===== src/rtl/quad_decoder.sv =====
// quad_decoder: quadrature rotary-encoder reader.
// Two-flop synchronizer and per-channel debounce on the A/B pins, followed
// by a Gray-code decoder that drives a 4-bit wrapping position, a direction
// flag, and single-cycle step / err pulses. All outputs are registered.
module quad_decoder #(
  parameter int unsigned DEBOUNCE = 12000
) (
  input  logic       clk,
  input  logic       rst,
  input  logic       enc_a,
  input  logic       enc_b,
  output logic [3:0] pos,
  output logic       dir,
  output logic       step,
  output logic       err
);

  // Terminal count for the debounce counters (a change is accepted when the
  // counter already holds DEBOUNCE-1 and the pin still differs).
  localparam logic [15:0] DB_LAST = 16'(DEBOUNCE - 1);

  typedef enum logic {
    INIT,
    RUN
  } state_t;

  state_t      state;
  state_t      state_next;
  logic [1:0]  init_cnt;
  logic        init_done;

  logic        s1_a;
  logic        s2_a;
  logic        s1_b;
  logic        s2_b;

  logic        stable_a;
  logic        stable_b;
  logic [15:0] cnt_a;
  logic [15:0] cnt_b;

  logic [1:0]  cur_ab;
  logic [1:0]  prev_ab;
  logic [1:0]  delta;
  logic        move_fwd;
  logic        move_rev;
  logic        move_bad;

  // Map a Gray code {a,b} to its position in the forward cycle 00,01,11,10.
  function automatic logic [1:0] gray_ord(input logic [1:0] g);
    return {g[1], g[1] ^ g[0]};
  endfunction

  // Last INIT cycle: pins are sampled into stable/prev without counting.
  assign init_done = (state == INIT) && (init_cnt == 2'd2);

  // FSM state register.
  always_ff @(posedge clk) begin
    if (rst) begin
      state <= INIT;
    end else begin
      state <= state_next;
    end
  end

  // FSM next-state logic: INIT runs for three cycles, then RUN until reset.
  always_comb begin
    state_next = state;
    case (state)
      INIT:    if (init_cnt == 2'd2) state_next = RUN;
      RUN:     state_next = RUN;
      default: state_next = INIT;
    endcase
  end

  // INIT cycle counter; holds at 2 once INIT has completed.
  always_ff @(posedge clk) begin
    if (rst) begin
      init_cnt <= '0;
    end else if ((state == INIT) && (init_cnt != 2'd2)) begin
      init_cnt <= init_cnt + 2'd1;
    end
  end

  // Two-flop synchronizers for the asynchronous encoder pins.
  always_ff @(posedge clk) begin
    if (rst) begin
      s1_a <= 1'b0;
      s2_a <= 1'b0;
      s1_b <= 1'b0;
      s2_b <= 1'b0;
    end else begin
      s1_a <= enc_a;
      s2_a <= s1_a;
      s1_b <= enc_b;
      s2_b <= s1_b;
    end
  end

  // Channel A debounce: accept a new level only after DEBOUNCE differing cycles.
  always_ff @(posedge clk) begin
    if (rst) begin
      stable_a <= 1'b0;
      cnt_a    <= '0;
    end else if (init_done) begin
      stable_a <= s2_a;
      cnt_a    <= '0;
    end else if (state == RUN) begin
      if (s2_a == stable_a) begin
        cnt_a <= '0;
      end else if (cnt_a == DB_LAST) begin
        stable_a <= s2_a;
        cnt_a    <= '0;
      end else begin
        cnt_a <= cnt_a + 16'd1;
      end
    end
  end

  // Channel B debounce: identical filter to channel A.
  always_ff @(posedge clk) begin
    if (rst) begin
      stable_b <= 1'b0;
      cnt_b    <= '0;
    end else if (init_done) begin
      stable_b <= s2_b;
      cnt_b    <= '0;
    end else if (state == RUN) begin
      if (s2_b == stable_b) begin
        cnt_b <= '0;
      end else if (cnt_b == DB_LAST) begin
        stable_b <= s2_b;
        cnt_b    <= '0;
      end else begin
        cnt_b <= cnt_b + 16'd1;
      end
    end
  end

  // Classify the move between the previous and current debounced pair.
  // A distance of 1 in the Gray cycle is forward, 3 is reverse, 2 is illegal.
  always_comb begin
    cur_ab   = {stable_a, stable_b};
    delta    = gray_ord(cur_ab) - gray_ord(prev_ab);
    move_fwd = 1'b0;
    move_rev = 1'b0;
    move_bad = 1'b0;
    if (state == RUN) begin
      move_fwd = (delta == 2'd1);
      move_rev = (delta == 2'd3);
      move_bad = (delta == 2'd2);
    end
  end

  // Registered decoder outputs; prev_ab tracks stable_ab even on illegal moves.
  always_ff @(posedge clk) begin
    if (rst) begin
      prev_ab <= '0;
      pos     <= '0;
      dir     <= 1'b0;
      step    <= 1'b0;
      err     <= 1'b0;
    end else begin
      step <= 1'b0;
      err  <= 1'b0;
      if (init_done) begin
        // prev_ab is seeded alongside stable so the first RUN cycle sees no move.
        prev_ab <= {s2_a, s2_b};
      end else if (state == RUN) begin
        prev_ab <= cur_ab;
        if (move_fwd) begin
          pos  <= pos + 4'd1;
          dir  <= 1'b1;
          step <= 1'b1;
        end else if (move_rev) begin
          pos  <= pos - 4'd1;
          dir  <= 1'b0;
          step <= 1'b1;
        end else if (move_bad) begin
          err <= 1'b1;
        end
      end
    end
  end

endmodule


===== config.mk =====
export PLATFORM = sky130hd
export DESIGN_NAME = quad_decoder
export DESIGN_NICKNAME = d
export VERILOG_FILES = /design/src/rtl/quad_decoder.sv
export SDC_FILE = /design/constraint.sdc
export NUM_CORES = 1
export LEC_CHECK = 0
export BUFFER_PORTS_ARGS = -buffer_cell sky130_fd_sc_hd__buf_4
export CAP_MARGIN = 5
export CORE_MARGIN = 1.5
export CORE_UTILIZATION = 54
export CTS_CLUSTER_DIAMETER = 80
export DETAILED_ROUTE_END_ITERATION = 7
export GPL_ROUTABILITY_DRIVEN = 1
export HOLD_SLACK_MARGIN = 0.08
export PLACE_DENSITY_LB_ADDON = 0.05
export SETUP_SLACK_MARGIN = 0.02
export SLEW_MARGIN = 20
export SYNTH_ARGS = -nofsm -noshare
export SYNTH_HDL_FRONTEND = slang
export SYNTH_SLANG_ARGS = --single-unit

===== constraint.sdc =====
create_clock -name clk -period 2.5 [get_ports clk]
set_input_delay 0.5 -clock clk [delete_from_list [all_inputs] [get_ports clk]]
set_output_delay 0.5 -clock clk [all_outputs]
set_load 0.02 [all_outputs]

# Word-level counts from Yosys, hierarchy flattened

Cells that the tools add are included.

Bits in registers: 50
Input bits: 4
Logic and storage cells: 74

Add/sub/neg operators: 6
Equality and inequality tests: 11
Muxes and demuxes: 26
Bitwise operators: 4
Reduce and logical (&&, ||, !) cells: 12

Operators with widths:

| cell                  | count |
|---|---|
| $mux 16               | 4 |
| $add 16x1->16 const B | 2 |
| $eq 16x14->1 const B  | 2 |
| $mux 1                | 17 |
| $reduce_and 3->1      | 3 |
| $mux 4                | 2 |
| $reduce_bool 2->1     | 4 |
| $eq 2x2->1 const B    | 3 |
| $ne 2x2->1 const B    | 3 |
| $reduce_or 5->1       | 1 |
| $add 4x1->4 const B   | 1 |
| $mux 2                | 2 |
| $sub 4x1->4 const B   | 1 |
| $reduce_or 3->1       | 1 |
| $add 2x1->2 const B   | 1 |
| $eq 1x1->1            | 2 |
| $eq 2x1->1 const B    | 1 |
| $logic_and 1x1->1     | 2 |
| $not 1->1             | 2 |
| $pmux 1 s2            | 1 |
| $reduce_or 2->1       | 1 |
| $sub 2x2->2           | 1 |
| $xor 1x1->1           | 2 |

# Logic depth before layout (Yosys ltp)

Depth after elaboration: 6
Mapped depth: 12
Gate-level depth less buffers: 11

# Worst setup path after synthesis

Ideal clock, no wire load.

Path kind: register to register
From: register stable_a
To: register pos[3]
Setup time: 71 ps
Data arrival time: 2444 ps
Setup slack: -15 ps
Cell stages (with the launch flop): 13
Path buffers: 1
Period minus slack after synthesis: 2515 ps
Path through: dfxtp_1 -> clkbuf_1 -> xnor2_1 -> ha_1 -> xor2_1 -> xnor2_1 -> nand2_1 -> ha_1 -> a21o_1 -> a21oi_1 -> xnor2_1 -> or3_1 -> a21oi_1

Cells in the longest elaborated chain, start to end: 6
Elaborated cells between the ends (all ways): 9
Classes of those cells: 1 x add/sub; 2 x eq/ne; 3 x mux; 1 x bitwise; 2 x reduce/logical

Ends and longest elaborated chain:

| element                                         | line     | source |
|---|---|---|
| from (decl)                                     | 37       | `logic stable_a;` |
| from (signal assigned)                          | 103      | `stable_a <= 1'b0;` |
| from (signal assigned)                          | 106      | `stable_a <= s2_a;` |
| from (signal assigned)                          | 112      | `stable_a <= s2_a;` |
| $xor 1x1->1                                     | 51       | `return {g[1], g[1] ^ g[0]};` |
| $sub 2x2->2 (*)                                 | 144      | `delta = gray_ord(cur_ab) - gray_ord(prev_ab);` |
| $eq 2x1->1 / $eq 2x2->1 (equally long branches) | 149, 150 |  |
| $mux 1                                          | 148      | `if (state == RUN) begin` |
| $reduce_bool 2->1 (no source line)              | n/a      |  |
| $reduce_and 3->1 (no source line)               | n/a      |  |
| to (signal assigned)                            | 172      | `pos <= pos + 4'd1;` |
| to (signal assigned)                            | 176      | `pos <= pos - 4'd1;` |
| to (decl)                                       | 12       | `output logic [3:0] pos,` |

Mark *: on every way between the ends. The rest lies on a longest branch, timed or not.
A chain may end at the register's enable or synchronous reset.

# Final worst setup path

From: register prev_ab[1]
To: register pos[3]

Cells in the longest elaborated chain, start to end: 6
Elaborated cells between the ends (all ways): 9
Classes of those cells: 1 x add/sub; 2 x eq/ne; 3 x mux; 1 x bitwise; 2 x reduce/logical

Ends and longest elaborated chain:

| element                                         | line     | source |
|---|---|---|
| from (decl)                                     | 43       | `logic [1:0] prev_ab;` |
| from (signal assigned)                          | 168      | `prev_ab <= {s2_a, s2_b};` |
| from (signal assigned)                          | 170      | `prev_ab <= cur_ab;` |
| $xor 1x1->1                                     | 51       |  |
| $sub 2x2->2 (*)                                 | 144      |  |
| $eq 2x1->1 / $eq 2x2->1 (equally long branches) | 149, 150 |  |
| $mux 1                                          | 148      |  |
| $reduce_bool 2->1 (no source line)              | n/a      |  |
| $reduce_and 3->1 (no source line)               | n/a      |  |

Marked as above.

==> results <==
- In this run, distinct cell masters in the synthesized netlist total 42.
- The number of design-rule violations left by the first detailed-router iteration is 123.
- The finished cells cover 2670 um^2.
- The worst slew margin relative to its limit is 0.579.
- For the worst flop-to-flop path, the logic depth is 11.
- The setup skew after layout is 0.00313 ns.
- The net switching power figure is 0.483 mW.
- At the end of routability-driven placement, the weighted congestion stood at 0.764.
- The met3 capacity usage during global routing is 0.0346.
- The count of nets left with antenna violations once routing finished came out at 0.
- Once layout is complete, the cells apart from fillers number 341.
- The hold buffer count at CTS is 0.
- The worst hold path terminates at s1_a.
- In this run the clock root is driven by a sky130_fd_sc_hd__clkbuf_8.
- For this run, the total global-route usage over all layers was measured as 0.191.
- The overall die width is 69.9 um.
- The number of antenna repair diodes is 0.
- After detailed routing, the number of remaining DRC violations is 0.
- The number of global-route vias before repair is 1668.
- The number of antenna violations at the first check in global routing is 0.
- The number of buffers inserted by post-CTS setup repair is 0.
- Entering global routing, the biggest net connects 28 pins.
- Summed over all nets, the half-perimeter wirelength after detailed placement is 3.06 mm.
- The initial utilization of the core area, before any placement, comes to 0.559.
- The critical hold path startpoint is enc_a.
- After clock tree synthesis, the clock-pin slew on the worst setup and hold paths is 0.08 ns.
- The mapped netlist covers 2420 um^2.
- The worst hold path was traced through 2 stages.
- The worst path needs 2.36 ns of the cycle, external delays included.
- Counting along the longest clock path gives a buffer depth of 2.
- 11 I/O pins were placed.
- In this design, the largest share of critical-path delay is due to XOR/XNOR gates.
- The number of nets in the synthesized netlist is 287.
- In the final routed layout, each cell accounts on average for 12.8 um.
- In the final timing run, aggregate negative setup slack is 0 ns.
- The number of buffers and inverters on the critical path is 1.
- The layer with the highest usage after global routing is met2.
- The area of the core is 4320 um^2.
- Setup slack on the worst reg-to-reg path comes out at 0.14 ns.
- The count of clock tree sinks is 50.
- The proportion of power drawn by the clock network is 0.267.
- The number of resized instances in the post-cts repair step is 0.
- The number of placed instances, taps included is 334.
- The vias after detailed routing is 1880.
- Data arrives at the worst endpoint at 2.60 ns.
- The average cell area after synthesis is 8.76 um^2.
- After synthesis, the most frequently instantiated cells are sky130_fd_sc_hd__dfxtp_1, sky130_fd_sc_hd__nor2_1, sky130_fd_sc_hd__nand2_1.
- The number of nets in the finished design is 300.
- The standby leakage power is 0.941 nW.
- After global routing the overflow that remains totals 0.
- For this run, the number of Yosys warnings is 0.
- The share of flip-flops with an asynchronous set or reset after synthesis is 0.
- The end of the worst register-to-register path is pos[3].
- The critical path is of the register to register type.
- The commonest register cell after synthesis is sky130_fd_sc_hd__dfxtp_1.
- The startpoint identified for the worst register-to-register timing path is prev_ab[1].
- The number of hold-slack violations in the final timing report is 0.
- The worst setup path is launched from a register.
- Prior to clock tree synthesis, the placed netlist has a worst setup slack of 0.0766 ns.
- Yosys attributes the largest share of cell area to sky130_fd_sc_hd__dfxtp_1, sky130_fd_sc_hd__xnor2_1, sky130_fd_sc_hd__nor2_1.
- The TritonCTS clock tree is yes.
- Of the cells placed in the final design, the portion with a size suffix greater than 1 is 0.176.
- The synthesized design contains 0 enable-type register cells.
- The share of the clock period used by the worst path after layout is 0.944.
- The combinational share of power is 0.211.
- Setup repair after global routing could not meet its margin everywhere.
- The largest single stage delay on the critical path is 0.37 ns.
- The die outline height is 69.9 um.
- The total routed wirelength is 4.35 mm.
- In the global route stage, met1 resource usage came out at 0.281.
- The clock tree synthesis step divided the H-tree into 2 levels.
- The class of the most critical hold timing path is input pin to register.
- By instance count, the cell type seen most on the critical path is sky130_fd_sc_hd__a21oi_2.
- The internal power component is 1.15 mW.
- The gate count after technology mapping is 276.
- Of the total power, the share spent switching nets is 0.297.
- During placement, the flow inserted port buffers numbering 10.
- The number of flip-flops and latches in the synthesized netlist is 50.
- The cell type with the highest aggregate area in the netlist is sky130_fd_sc_hd__dfxtp_1.
- The first global-routing pass estimated 7.61 mm of wire.
- Compared with the post-synthesis result, the final layout area differs by 10.6%.
- The maximum ir drop on the vdd rail is 0.000550 V.
- The number of violations of the max-capacitance limit is 0.
- Setup violations remaining at the end of the flow were counted as 0.
- The total die area is 4890 um^2.
- The number of iterations in the first detailed-routing pass is 4.
- The highest fanout seen on the critical path is 3.
- For the worst setup path, the data required time is 2.74 ns.
- The met2 global-route usage is 0.283.
- By instance count, the leading cell after synthesis is sky130_fd_sc_hd__dfxtp_1.
- For the pin with the worst max-slew slack, the measured transition is 0.626 ns.
- The flow ran to the end, and the final reports show no timing, DRC or antenna violations.
- Hold is met by 0.416 ns.
- In the routed layout, each cell is associated on average with a via count of 5.51.
- The clock latency of the later-clocked register in the worst-skew pair is 0.29 ns.
- The share of synthesized area in the top cell type comes to 0.414.
- The power density normalized to cell area is 609 nW/um^2.
- The max-slew violation total from the final report is 0.
- In this run the core area contains 24 standard-cell rows.
- TritonCTS created 5 clock buffers.
- The post-detailed-placement cell area is 2560 um^2.
- The share of the Yosys chip area taken by registers is 0.414.
- The slowest stage of the critical path is the sky130_fd_sc_hd__dfxtp_4 cell.
- The maximum clock frequency is 424 MHz.
- The worst setup slack after layout is 0.140 ns.
- The worst setup path is captured at a register.
- Walking the worst path, the cells encountered are xor2_1 > ha_2 > xor2_2 > xnor2_2 > nand2_1 > buf_4 > ha_1 > a21oi_2 > xnor2_1 > or3_1 > a21oi_2.
- The proportion of power drawn by flip-flops and latches is 0.522.
registers in the layout, summed over array words and instances, names as in the netlist:
| register | count |
|---|---|
| s2_a | 1 |
| pos | 4 |
| init_cnt | 2 |
| dir | 1 |
| step | 1 |
| stable_b | 1 |
| s1_b | 1 |
| prev_ab | 2 |
| cnt_a | 16 |
| s1_a | 1 |
| state | 1 |
| err | 1 |
| stable_a | 1 |
| cnt_b | 16 |
| s2_b | 1 |
stage by stage:
stage / utilization / power (mW)
2_1_floorplan: - / 1.13
3_3_place_gp: 0.591 / 1.20
3_5_place_dp: 0.591 / 1.20
4_1_cts: 0.609 / 1.64
5_1_grt: 0.618 / 1.73
6_report: 0.618 / 1.63
area by class of cell:
class	instances	area, um^2
repair buffers	16	120
flip-flops and latches	50	1010
fillers	406	1650
multi-input cells	212	1390
inverters	4	15.0
well taps	52	65.1
clock buffers	7	76.3
power groups by stage:
stage | Sequential (mW) | Combinational, mW | Clock (mW)
after floorplan | 0.865 | 0.263 | 0
after global placement | 0.867 | 0.333 | 0
after detailed placement | 0.868 | 0.336 | 0
after CTS | 0.850 | 0.337 | 0.456
after global routing | 0.856 | 0.385 | 0.485
final | 0.850 | 0.343 | 0.435
worst max path at each step:
stage / cells past startpoint / start / endpoint
after floorplan: 12 / stable_a / pos[3]
after global placement: 11 / stable_a / pos[3]
after detailed placement: 11 / stable_a / pos[3]
after CTS: 11 / stable_a / pos[3]
after global routing: 11 / prev_ab[1] / pos[3]
final: 11 / prev_ab[1] / pos[3]
per-layer routing:
| metal | vias to the layer above | wire [um] |
|---|---|---|
| met1 | 865 | 2270 |
| li1 | 986 | - |
| met3 | 7 | 124 |
| met5 | - | 0 |
| met2 | 22 | 1900 |
| met4 | 0 | 63 |
logic make-up (layout without fill, tap and decap cells):
logic type	after synthesis	after routing	synth area share
multiplexers	4	4	0.0166
adder cells (fa/ha/maj)	7	7	0.0393
AO/OA/AOI/OAI	39	39	0.0963
XOR/XNOR	28	28	0.101
flip-flops	50	50	0.414
buffers and inverters	14	27	0.0254
AND/OR/NAND/NOR	134	134	0.307
cell usage in the layout, fill, tap and decap left out, types with 2 or more instances in the layout:
cell                        instances
sky130_fd_sc_hd__nor2b_1            6
sky130_fd_sc_hd__or4_1              2
sky130_fd_sc_hd__o21ai_0            6
sky130_fd_sc_hd__ha_1               5
sky130_fd_sc_hd__nor4_4             2
sky130_fd_sc_hd__and4_1             2
sky130_fd_sc_hd__dfxtp_4            2
sky130_fd_sc_hd__nor4_1             2
sky130_fd_sc_hd__buf_4             16
sky130_fd_sc_hd__nand4bb_1          2
sky130_fd_sc_hd__a211oi_1           4
sky130_fd_sc_hd__a21oi_2            2
sky130_fd_sc_hd__a31oi_1            3
sky130_fd_sc_hd__nor2_2            12
sky130_fd_sc_hd__nand4_1           10
sky130_fd_sc_hd__a21oi_1           19
sky130_fd_sc_hd__nand3_1           11
sky130_fd_sc_hd__inv_1              4
sky130_fd_sc_hd__xnor2_1           13
sky130_fd_sc_hd__clkbuf_1           2
sky130_fd_sc_hd__or4b_4             2
sky130_fd_sc_hd__and3_1             5
sky130_fd_sc_hd__nand2_1           27
sky130_fd_sc_hd__xnor2_2            2
sky130_fd_sc_hd__clkbuf_8           5
sky130_fd_sc_hd__nor3_1             9
sky130_fd_sc_hd__dfxtp_1           47
sky130_fd_sc_hd__nor2_1            34
sky130_fd_sc_hd__mux2i_1            4
sky130_fd_sc_hd__xor2_1            12
Power figures use the tool's default switching activity.
